File: config.mk
export PLATFORM = sky130hd
export DESIGN_NAME = rx_block_buffer
export DESIGN_NICKNAME = d
export VERILOG_FILES = /design/src/rtl/rx_block_buffer.sv
export SDC_FILE = /design/constraint.sdc
export NUM_CORES = 1
export LEC_CHECK = 0
export BUFFER_PORTS_ARGS = -buffer_cell sky130_fd_sc_hd__buf_2
export CAP_MARGIN = 5
export CORE_UTILIZATION = 55
export CTS_CLUSTER_SIZE = 14
export DETAILED_ROUTE_END_ITERATION = 8
export HOLD_SLACK_MARGIN = 0.02
export PLACE_DENSITY = 0.77
export RECOVER_POWER = 50
export SLEW_MARGIN = 15
export SYNTH_ARGS = -nofsm -noshare
export SYNTH_HDL_FRONTEND = slang
export SYNTH_SLANG_ARGS = --single-unit
File: constraint.sdc
create_clock -name clk -period 2.48 [get_ports clk]
set_clock_uncertainty 0.1 [all_clocks]
set_input_delay 0.372 -clock clk [delete_from_list [all_inputs] [get_ports clk]]
set_output_delay 0.372 -clock clk [all_outputs]
set_load 0.01 [all_outputs]
File: src/rtl/rx_block_buffer.sv
// Purpose : packs 32-bit words from the AHB slave into 128-bit key/data blocks and queues them for the AES core.
// Latency : o_blk_valid rises the cycle after the edge that accepts the last word of a block.
// Backpres: valid/ready pop; a completed block that finds the FIFO full (and no pop that edge) is dropped and flagged sticky.
//
// Build option: define RX_BYTE_SWAP_EN to byte-reverse each incoming word before it is stored.
//
// Ports:
//   clk, n_rst       clock, asynchronous active-low reset
//   i_shift_en       one word accepted per high cycle
//   i_word_in        incoming word
//   i_data_type      1 = key block, 0 = data block; sampled on the first word of a block
//   i_flush          synchronous clear of assembly, FIFO and status
//   i_blk_ready      consumer ready
//   o_blk_valid      FIFO head holds a block
//   o_blk_data       FIFO head block (word 0 in the MSBs)
//   o_blk_is_key     tag of the FIFO head
//   o_word_ct        words held in the assembly register
//   o_full, o_empty  FIFO occupancy status
//   o_overflow       sticky, a completed block was dropped
//   o_blk_count      blocks committed since reset/flush, wraps
module rx_block_buffer #(
  parameter int WORD_W        = 32,
  parameter int WORDS_PER_BLK = 4,
  parameter int DEPTH         = 2
) (
  input  logic                              clk,
  input  logic                              n_rst,
  input  logic                              i_shift_en,
  input  logic [WORD_W-1:0]                 i_word_in,
  input  logic                              i_data_type,
  input  logic                              i_flush,
  input  logic                              i_blk_ready,
  output logic                              o_blk_valid,
  output logic [WORD_W*WORDS_PER_BLK-1:0]   o_blk_data,
  output logic                              o_blk_is_key,
  output logic [$clog2(WORDS_PER_BLK)-1:0]  o_word_ct,
  output logic                              o_full,
  output logic                              o_empty,
  output logic                              o_overflow,
  output logic [7:0]                        o_blk_count
);

  localparam int BLK_W = WORD_W * WORDS_PER_BLK;
  localparam int AW    = $clog2(DEPTH);
  localparam int CW    = $clog2(WORDS_PER_BLK);

  logic [BLK_W-1:0]  r_asm;
  logic              r_tag;
  logic [CW-1:0]     r_word_ct;
  logic [BLK_W-1:0]  r_mem [DEPTH];
  logic              r_mem_tag [DEPTH];
  logic [AW-1:0]     r_wr_ptr;
  logic [AW-1:0]     r_rd_ptr;
  logic [AW:0]       r_occ;
  logic              r_overflow;
  logic [7:0]        r_blk_count;

  logic [WORD_W-1:0] w_word;
  logic [BLK_W-1:0]  w_asm_nxt;
  logic              w_tag_nxt;
  logic              w_last;
  logic              w_pop;
  logic              w_push;
  logic              w_drop;

`ifdef RX_BYTE_SWAP_EN
  assign w_word = {i_word_in[7:0], i_word_in[15:8], i_word_in[23:16], i_word_in[31:24]};
`else
  assign w_word = i_word_in;
`endif

  // Assembly view including the word arriving this cycle, so the final word
  // can be committed on the same edge it is accepted.
  always_comb begin
    w_asm_nxt = r_asm;
    if (i_shift_en) begin
      for (int i = 0; i < WORDS_PER_BLK; i++) begin
        if (r_word_ct == CW'(i)) begin
          w_asm_nxt[(WORDS_PER_BLK-1-i)*WORD_W +: WORD_W] = w_word;
        end
      end
    end
  end

  assign w_tag_nxt = (r_word_ct == '0) ? i_data_type : r_tag;
  assign w_last    = i_shift_en && (r_word_ct == CW'(WORDS_PER_BLK-1));

  assign o_full  = (r_occ == (AW+1)'(DEPTH));
  assign o_empty = (r_occ == '0);

  // Flush wins over both a pop and a commit on the same edge.
  assign w_pop  = !o_empty && i_blk_ready && !i_flush;
  assign w_push = w_last && (!o_full || w_pop) && !i_flush;
  assign w_drop = w_last && o_full && !w_pop && !i_flush;

  always_ff @(posedge clk or negedge n_rst) begin
    if (!n_rst) begin
      r_asm     <= '0;
      r_tag     <= 1'b0;
      r_word_ct <= '0;
    end else if (i_flush) begin
      r_asm     <= '0;
      r_tag     <= 1'b0;
      r_word_ct <= '0;
    end else if (i_shift_en) begin
      r_asm     <= w_asm_nxt;
      r_tag     <= w_tag_nxt;
      r_word_ct <= r_word_ct + 1'b1;
    end
  end

  // When full with a simultaneous pop, wr_ptr equals rd_ptr: the head is read
  // combinationally before the edge, so overwriting that slot is safe.
  always_ff @(posedge clk or negedge n_rst) begin
    if (!n_rst) begin
      for (int i = 0; i < DEPTH; i++) begin
        r_mem[i]     <= '0;
        r_mem_tag[i] <= 1'b0;
      end
    end else if (w_push) begin
      r_mem[r_wr_ptr]     <= w_asm_nxt;
      r_mem_tag[r_wr_ptr] <= w_tag_nxt;
    end
  end

  always_ff @(posedge clk or negedge n_rst) begin
    if (!n_rst) begin
      r_wr_ptr    <= '0;
      r_rd_ptr    <= '0;
      r_occ       <= '0;
      r_overflow  <= 1'b0;
      r_blk_count <= 8'd0;
    end else if (i_flush) begin
      r_wr_ptr    <= '0;
      r_rd_ptr    <= '0;
      r_occ       <= '0;
      r_overflow  <= 1'b0;
      r_blk_count <= 8'd0;
    end else begin
      if (w_push) begin
        r_wr_ptr    <= r_wr_ptr + 1'b1;
        r_blk_count <= r_blk_count + 8'd1;
      end
      if (w_pop) begin
        r_rd_ptr <= r_rd_ptr + 1'b1;
      end
      if (w_push && !w_pop) begin
        r_occ <= r_occ + 1'b1;
      end else if (w_pop && !w_push) begin
        r_occ <= r_occ - 1'b1;
      end
      if (w_drop) begin
        r_overflow <= 1'b1;
      end
    end
  end

  assign o_blk_valid  = !o_empty;
  assign o_blk_data   = r_mem[r_rd_ptr];
  assign o_blk_is_key = r_mem_tag[r_rd_ptr];
  assign o_word_ct    = r_word_ct;
  assign o_overflow   = r_overflow;
  assign o_blk_count  = r_blk_count;

endmodule

==> results of run 1 <==
flip-flops by register name, summed over array words and instances (netlist names):
register     flops
r_wr_ptr         1
r_mem_tag        2
r_mem          256
r_occ            2
r_asm          128
r_tag            1
r_rd_ptr         1
o_word_ct        2
o_overflow       1
o_blk_count      8
where the power goes:
part / total (mW) / switching (mW) / internal, mW / leakage, nW
sequential: 7.76 / 0.397 / 7.36 / 5.46
clock: 5.95 / 2.48 / 3.47 / 0.645
combinational: 3.31 / 1.81 / 1.51 / 4.04
total: 17.0 / 4.68 / 12.3 / 10.1
worst reg2reg max path, cell delays in order, from the launching register on:
cell and delay (ns):
dfrtp_1 0.42, inv_1 0.08, ha_1 0.18, nand2_1 0.19, clkbuf_4 0.68, mux2i_1 0.42, a21oi_1 0.12
synth_stat cells:
cell	number	area, µm²
dfrtp_1	402	10100
nor2_1	401	1510
a21oi_1	263	1320
mux2i_1	132	1320
mux2_2	130	1460
buf_2	63	315
clkbuf_1	29	109
nand2_1	12	45.0
buf_1	10	37.5
xnor2_1	9	78.8
ha_1	5	62.6
inv_1	4	15.0
nand3_1	4	20.0
a211oi_1	3	22.5
a2111oi_0	2	17.5
nor2b_1	2	12.5
nand2_2	1	6.26
nand2b_1	1	6.26
nand4_1	1	6.26
nor3_1	1	5.00
nor3b_2	1	12.5
nor4_4	1	21.3
nor4b_4	1	23.8
o21a_1	1	7.51
o21ai_0	1	5.00
or2_2	1	6.26
xor2_1	1	8.76
kinds of logic (layout without fill, tap and decap cells):
| kind of cell | count (synthesis) | in the layout | synth area share (%) |
|---|---|---|---|
| AOI/OAI and AO/OA | 270 | 270 | 8.29 |
| adders and majority gates | 5 | 5 | 0.379 |
| DFF | 402 | 402 | 60.9 |
| and+or+nand+nor | 427 | 427 | 10.1 |
| buffers and inverters | 106 | 294 | 2.89 |
| other | 0 | 1 | 0 |
| xor gates and xnor gates | 10 | 10 | 0.531 |
| muxes | 262 | 262 | 16.9 |
final timing paths:
path | startpoint | to | slack, ns | cells after the start
max in group asynchronous | n_rst | r_asm[89]$_DFFE_PN0P_ | 0.34 | 3
min in group asynchronous | n_rst | o_blk_count[7]$_DFFE_PN0P_ | 0.47 | 2
worst max register to register | o_word_ct[1]$_DFFE_PN0P_ | r_mem[81]$_DFFE_PN0P_ | 0.14 | 6
worst max-delay path | r_rd_ptr$_DFFE_PN0P_ | o_blk_data[7] | 0.06 | 3
worst min-delay path | i_data_type | r_tag$_DFFE_PN0P_ | 0.04 | 3
worst min register to register | r_mem[232]$_DFFE_PN0P_ | r_mem[232]$_DFFE_PN0P_ | 0.42 | 2
per-stage QoR:
step / cell area, µm² / total power, mW / cells / hold slack, ns / setup slack (ns)
finish: 19200 / 17.0 / 2061 / 0.0384 / 0.0612
global route: 19200 / 17.8 / 2060 / 0.0402 / 0.000125
CTS: 19300 / 17.2 / 2060 / 0.0257 / 0.0283
detailed placement: 18000 / 11.2 / 1989 / 0.186 / 0.354
global placement: 18000 / 11.1 / 1989 / 0.180 / 0.487
floorplan: 16500 / 9.77 / 1482 / -0.0236 / 0.541
timing repair:
| action | in CTS | in global routing |
|---|---|---|
| endpoints found under the hold margin | 174 | 0 |
| setup endpoints to repair | 67 | 0 |
| hold buffers | 2 | 0 |
| setup buffers | 1 | 0 |
cell type report:
type                            instances  share of cell area [%]
Inverter                                4                  0.0782
Antenna cell                            1                  0.0130
Tap cell                              390                    2.54
Multi-Input combinational cell        974                    31.1
Timing Repair Buffer                  222                    7.10
Clock inverter                         16                   0.730
Clock buffer                           52                    5.99
Sequential cell                       402                    52.4
metal layers:
layer / track usage, % / vias to the layer above / wire length [µm]
met5: 0 / - / 11
met4: 6.63 / 2 / 746
met3: 4.20 / 65 / 1850
met2: 40.2 / 286 / 18200
met1: 34.0 / 5772 / 16500
li1: - / 5300 / -
==> flow_metrics.tcl, run 1 <==
set metrics [dict create \
    status "complete, no violations" \
    critPathArrivalTime_ns 1.95 \
    hpwl_mm 23.1 \
    post-route-period-util_pct 97.5 \
    relSlewSlack_pct 27.5 \
    grt_overflow 0 \
    path_clk_slew_ns 0.06 \
    syn-cell-area_um2 16500 \
    grt_max_degree 133 \
    crit_type "reg -> out" \
    synth_area_per_cell_um2 11.1 \
    ys_seq_area_share_pct 60.9 \
    cp_num_buf_inv 2 \
    yosysUniqueCellTypes 27 \
    worstPathCellList "buf_4, mux2_2, buf_2" \
    io_pins 181 \
    track_usage_pct 24.5 \
    fill_cells 2279 \
    grt_pass1_vias 11600 \
    crit_family "flip-flops" \
    hold_viol 0 \
    layout_common_cells "nor2_1, dfrtp_1, a21oi_1" \
    cts_buffers 41 \
    peakVddDrop_mv 0.703 \
    cpPeakStageDelay_ns 0.57 \
    cts_resized 0 \
    setup_viol 0 \
    cts_tree "built" \
    via_count 11400 \
    clock_path_buffers 3 \
    seq_area_um2 10100 \
    dieArea_um2 30700 \
    min_path_type "in -> reg" \
    tightest_slew_ns 1.09 \
    start_util_pct 55.9 \
    antenna_found_initial 2 \
    required_ns 2.01 \
    multi_input_area_um2 5970 \
    nNetsFinal 1688 \
    wl_per_cell_um 18.1 \
    place_congestion 0.748 \
    ant_nets 0 \
    ys_ff_latch 402 \
    port_buffers 180 \
    core_um2 29600 \
    ys_warn_count 0 \
    period_needed_ns 2.42 \
    clock-root-buffer "clkbuf_16" \
    drtIter0Drc 898 \
    drc_errors 0 \
    start_kind "flop" \
    row_count 63 \
    tns_ns 0 \
    critPathSlowestCell "dfrtp_4" \
    postSynthCellCount 1482 \
    syn_nets 1525 \
    fmax_mhz 413 \
    clock_sinks 402 \
    die_y_um 175 \
    maxCapViolations 0 \
    postLayoutCoreUtil_pct 64.9 \
    drive_gt1_share_pct 24.3 \
    grt_first_pass_wirelength_mm 60.1 \
    wl_mm 37.3 \
    p_leak_nw 10.1 \
    power.density_nw_per_um2 887 \
    htreeDepth 2 \
    vias_per_cell 5.54 \
    maxSlewViolCount 0 \
    critical_path.max_fanout 16 \
    area_growth_syn_to_layout_pct 16.3 \
    clk_latency_ns 0.54 \
    dieWidth_um 175 \
    rsz0062_at_grt "no" \
    cp-end-kind "primary output" \
    dr.pass1.iters 5 \
]
Note: power is estimated with default switching activity, not from simulation.
==> inputs of run 2 (changes only) <==
- CTS_BUF_LIST: not set -> sky130_fd_sc_hd__clkbuf_8
==> flow_metrics.tcl, run 2 (same netlist as run 1, synthesis figures left out) <==
set metrics [dict create \
    io_pins 181 \
    postLayoutCoreUtil_pct 65.4 \
    path_clk_slew_ns 0.06 \
    row_count 63 \
    relSlewSlack_pct 29.2 \
    grt_first_pass_wirelength_mm 60.4 \
    cpPeakStageDelay_ns 0.52 \
    port_buffers 180 \
    clock_path_buffers 3 \
    start_kind "flop" \
    largest_register_ffs 256 \
    status "complete, no violations" \
    wl_per_cell_um 17.8 \
    tightest_slew_ns 1.06 \
    multi_input_area_um2 5980 \
    busiest_layer "met2" \
    r2r-start "o_word_ct[1]$_DFFE_PN0P_" \
    met1_usage_pct 33.8 \
    ant_nets 0 \
    top_register "r_mem" \
    cp-end-kind "primary output" \
    regToRegSetupSlack_ns 0.12 \
    crit_end "o_blk_data[69]" \
    met3_usage_pct 4.72 \
    start_util_pct 55.9 \
    grt_overflow 0 \
    clock_sinks 402 \
    core_um2 29600 \
    maxCapViolations 0 \
    r2r-end "r_mem[208]$_DFFE_PN0P_" \
    drtIter0Drc 686 \
    post-route-period-util_pct 98.7 \
    p_leak_nw 10.3 \
    place_congestion 0.748 \
    cts_buffers 61 \
    worstPathCellList "buf_4, clkbuf_16, mux2_4, buf_2" \
    grt_pass1_vias 11800 \
    drive_gt1_share_pct 25.3 \
    cts_tree "built" \
    clk_latency_ns 0.60 \
    maxSlewViolCount 0 \
    drc_errors 0 \
    nNetsFinal 1724 \
    seq_area_um2 10100 \
    wl_mm 37.6 \
    dieWidth_um 175 \
    period_needed_ns 2.45 \
    htreeDepth 2 \
    track_usage_pct 24.6 \
    antenna_found_initial 0 \
    fill_cells 2296 \
    dieArea_um2 30700 \
    critical_path.max_fanout 18 \
    hpwl_mm 23.1 \
    critPathSlowestCell "dfrtp_4" \
    grt_max_degree 133 \
    dr.pass1.iters 5 \
    critPathArrivalTime_ns 1.98 \
    startpoint "r_rd_ptr$_DFFE_PN0P_" \
    ff2ff_path_depth 6 \
    via_count 11600 \
    final.setup.worst_slack_ns 0.0328 \
    hold_viol 0 \
    peakVddDrop_mv 0.635 \
    die_y_um 175 \
    clock-root-buffer "clkbuf_8" \
    crit_type "reg -> out" \
    power.density_nw_per_um2 854 \
    min_path_type "in -> reg" \
    grt_util_met2_pct 40.4 \
    dp_slack_ns 0.354 \
    setup_viol 0 \
    antenna_cells 0 \
    layout_common_cells "nor2_1, dfrtp_1, a21oi_1" \
    required_ns 2.01 \
    fmax_mhz 409 \
    vias_per_cell 5.48 \
    area_growth_syn_to_layout_pct 17.1 \
]
run 2: cell type report:
cell class                 count  share of cell area [%]
clock buffer                  83                    5.91
clock inverter                24                   0.531
inverter                       4                  0.0777
multi-input combinational    974                    30.9
sequential                   402                    52.1
tap                          390                    2.52
timing repair buffer         238                    7.99
run 2: routing by layer:
metal	wire, µm	vias to the layer above
met5	0	-
met4	617	0
met3	1990	59
met2	18400	299
met1	16600	5844
li1	-	5391
run 2: how the worst min path moves through the flow:
stage	from	end	slack (ns)	cells past startpoint
6_report	i_word_in[30]	r_asm[62]$_DFFE_PN0P_	0.05	3
5_1_grt	i_word_in[28]	r_asm[60]$_DFFE_PN0P_	0.03	3
4_1_cts	i_word_in[29]	r_asm[93]$_DFFE_PN0P_	0.02	3
3_5_place_dp	n_rst	o_blk_count[3]$_DFFE_PN0P_	0.19	1
3_3_place_gp	n_rst	o_blk_count[3]$_DFFE_PN0P_	0.18	1
2_1_floorplan	n_rst	o_blk_count[0]$_DFFE_PN0P_	-0.02	0
run 2: per-stage QoR:
stage          instances  total power [mW]  cell area [µm²]  hold WS [ns]  setup TNS (ns)
2_1_floorplan       1482              9.77            16500       -0.0236               0
3_3_place_gp        1989              11.1            18000         0.180               0
3_5_place_dp        1989              11.2            18000         0.186               0
4_1_cts             2110              16.6            19400        0.0202         -0.0170
5_1_grt             2115              17.3            19300        0.0297         -0.0214
6_report            2115              16.5            19300        0.0483               0
run 2: repair_timing:
item                                   in CTS  in global routing
endpoints found under the hold margin     233                  0
buffers inserted                            4                  4
pin swaps                                   0                  0
setup endpoints to repair                 103                 22
hold buffers                               10                  0
cloned                                      0                  1
gates resized for setup                     4                  0
run 2: where the power goes:
part	internal (mW)	switching (mW)	total, mW
Combinational	1.52	1.81	3.33
Clock	2.95	2.47	5.42
Sequential	7.36	0.395	7.76
Total	11.8	4.67	16.5
run 2: worst max-delay path, delay by kind of cell (launching register included):
family	cells	cell delay, ns
flip-flops	1	0.52
buffers and inverters	3	0.52
multiplexers	1	0.33
==> inputs of run 3 (changes only) <==
- CORE_ASPECT_RATIO: not set -> 1.4
- CTS_CLUSTER_DIAMETER: not set -> 50
==> flow_metrics.tcl, run 3 (same netlist as run 1, synthesis figures left out) <==
set metrics [dict create \
    status "complete, no violations" \
    antenna_found_initial 1 \
    wl_mm 37.2 \
    grt_pass1_vias 11600 \
    cp_num_buf_inv 3 \
    io_pins 181 \
    power.density_nw_per_um2 785 \
    nNetsFinal 1680 \
    ant_nets 0 \
    critPathSlowestCell "dfrtp_4" \
    required_ns 2.01 \
    layout_common_cells "nor2_1, dfrtp_1, a21oi_1" \
    holdPathEnd "r_tag$_DFFE_PN0P_" \
    drc_errors 0 \
    vias_per_cell 5.59 \
    crit_type "reg -> out" \
    grt_overflow 0 \
    numPlacedInstances 1974 \
    clock_sinks 402 \
    whs_ns 0.0782 \
    final_cells 2024 \
    cts_buffers 35 \
    clock_path_buffers 3 \
    p_total_mw 14.5 \
    dp_slack_ns 0.399 \
    r2r-end "r_mem[235]$_DFFE_PN0P_" \
    regToRegSetupSlack_ns 0.20 \
    hp-start "i_shift_en" \
    p_leak_nw 9.81 \
    placed_area_um2 17900 \
    relSlewSlack_pct 9.16 \
    cpPeakStageDelay_ns 0.56 \
    path_clk_slew_ns 0.09 \
    postLayoutCoreUtil_pct 63.0 \
    port_buffers 180 \
    worstPathCellList "buf_12, buf_16, mux2_2, buf_2" \
    tns_ns 0 \
    fmax_mhz 413 \
    cts_tree "built" \
    peakVddDrop_mv 0.442 \
    ff2ff_path_depth 6 \
    min_path_type "in -> reg" \
    rsz0062_at_grt "no" \
    via_count 11300 \
    setup_viol 0 \
    start_util_pct 56.3 \
    area_growth_syn_to_layout_pct 12.0 \
    wl_per_cell_um 18.4 \
    clk_latency_ns 0.55 \
    row_count 74 \
    maxSlewViolCount 0 \
    dieArea_um2 30700 \
    largest_register_ffs 256 \
    core_um2 29400 \
    antenna_cells 0 \
    cp-end-kind "primary output" \
    crit_family "flip-flops" \
    design_area_um2 18500 \
    hpwl_mm 23.5 \
    track_usage_pct 25.0 \
    maxCapViolations 0 \
    top_register "r_mem" \
    dr.pass1.iters 5 \
    drtIter0Drc 791 \
    period_needed_ns 2.42 \
    hold_path_depth 3 \
    hold_viol 0 \
    grt_max_degree 125 \
    r2r-start "o_word_ct[0]$_DFFE_PN0P_" \
    htreeDepth 2 \
    clock-root-buffer "clkbuf_8" \
    post-route-period-util_pct 97.7 \
    critPathArrivalTime_ns 1.95 \
    grt_first_pass_wirelength_mm 60.6 \
    critical_path.max_fanout 25 \
    tightest_slew_ns 1.36 \
    drive_gt1_share_pct 23.4 \
    start_kind "flop" \
    die_y_um 207 \
    place_congestion 0.800 \
    final.setup.worst_slack_ns 0.0578 \
    dieWidth_um 148 \
]
[run 3: per-layer routing]
metal / global-route usage [%] / part of all wire [%]
met5: 0 / 0.027
met2: 41.3 / 51
met1: 33.7 / 42
met3: 3.37 / 4.1
met4: 8.85 / 2.9
[run 3: worst max-delay path by stage]
stage                                   startpoint                     end  slack (ns)  cells past startpoint
after CTS                     r_rd_ptr$_DFFE_PN0P_         o_blk_data[100]        0.02                      3
after global routing          r_rd_ptr$_DFFE_PN0P_         o_blk_data[100]       0.001                      3
final                         r_rd_ptr$_DFFE_PN0P_          o_blk_data[27]        0.06                      4
after detailed placement  o_word_ct[0]$_DFFE_PN0P_  r_mem[191]$_DFFE_PN0P_        0.40                      7
after global placement    o_word_ct[0]$_DFFE_PN0P_  r_mem[253]$_DFFE_PN0P_        0.51                      7
after floorplan           o_word_ct[0]$_DFFE_PN0P_  r_mem[143]$_DFFE_PN0P_        0.54                      6
[run 3: cell type report]
cell class,instances,area (µm²)
fillers,2313,10900
flip-flops and latches,402,10100
multi-input cells,974,5980
repair buffers,220,1390
clock buffers,39,537
well taps,380,475
clock inverters,5,26.3
inverters,4,15.0
[run 3: repair_timing]
action	CTS	global route
hold buffers	3	0
buffers inserted	2	0
gates resized for setup	3	0
setup endpoints to repair	84	0
hold endpoints to repair	52	0
[run 3: power breakdown]
part	switching, mW	internal, mW
Combinational	1.78	1.51
Sequential	0.417	7.35
Clock	2.05	1.42
[run 3: worst reg2reg max path: stages, from the launching register on]
cell and delay, ns:
dfrtp_1 0.44, inv_1 0.10, ha_1 0.24, nand2_1 0.53, buf_12 0.27, mux2i_1 0.34, a21oi_1 0.11
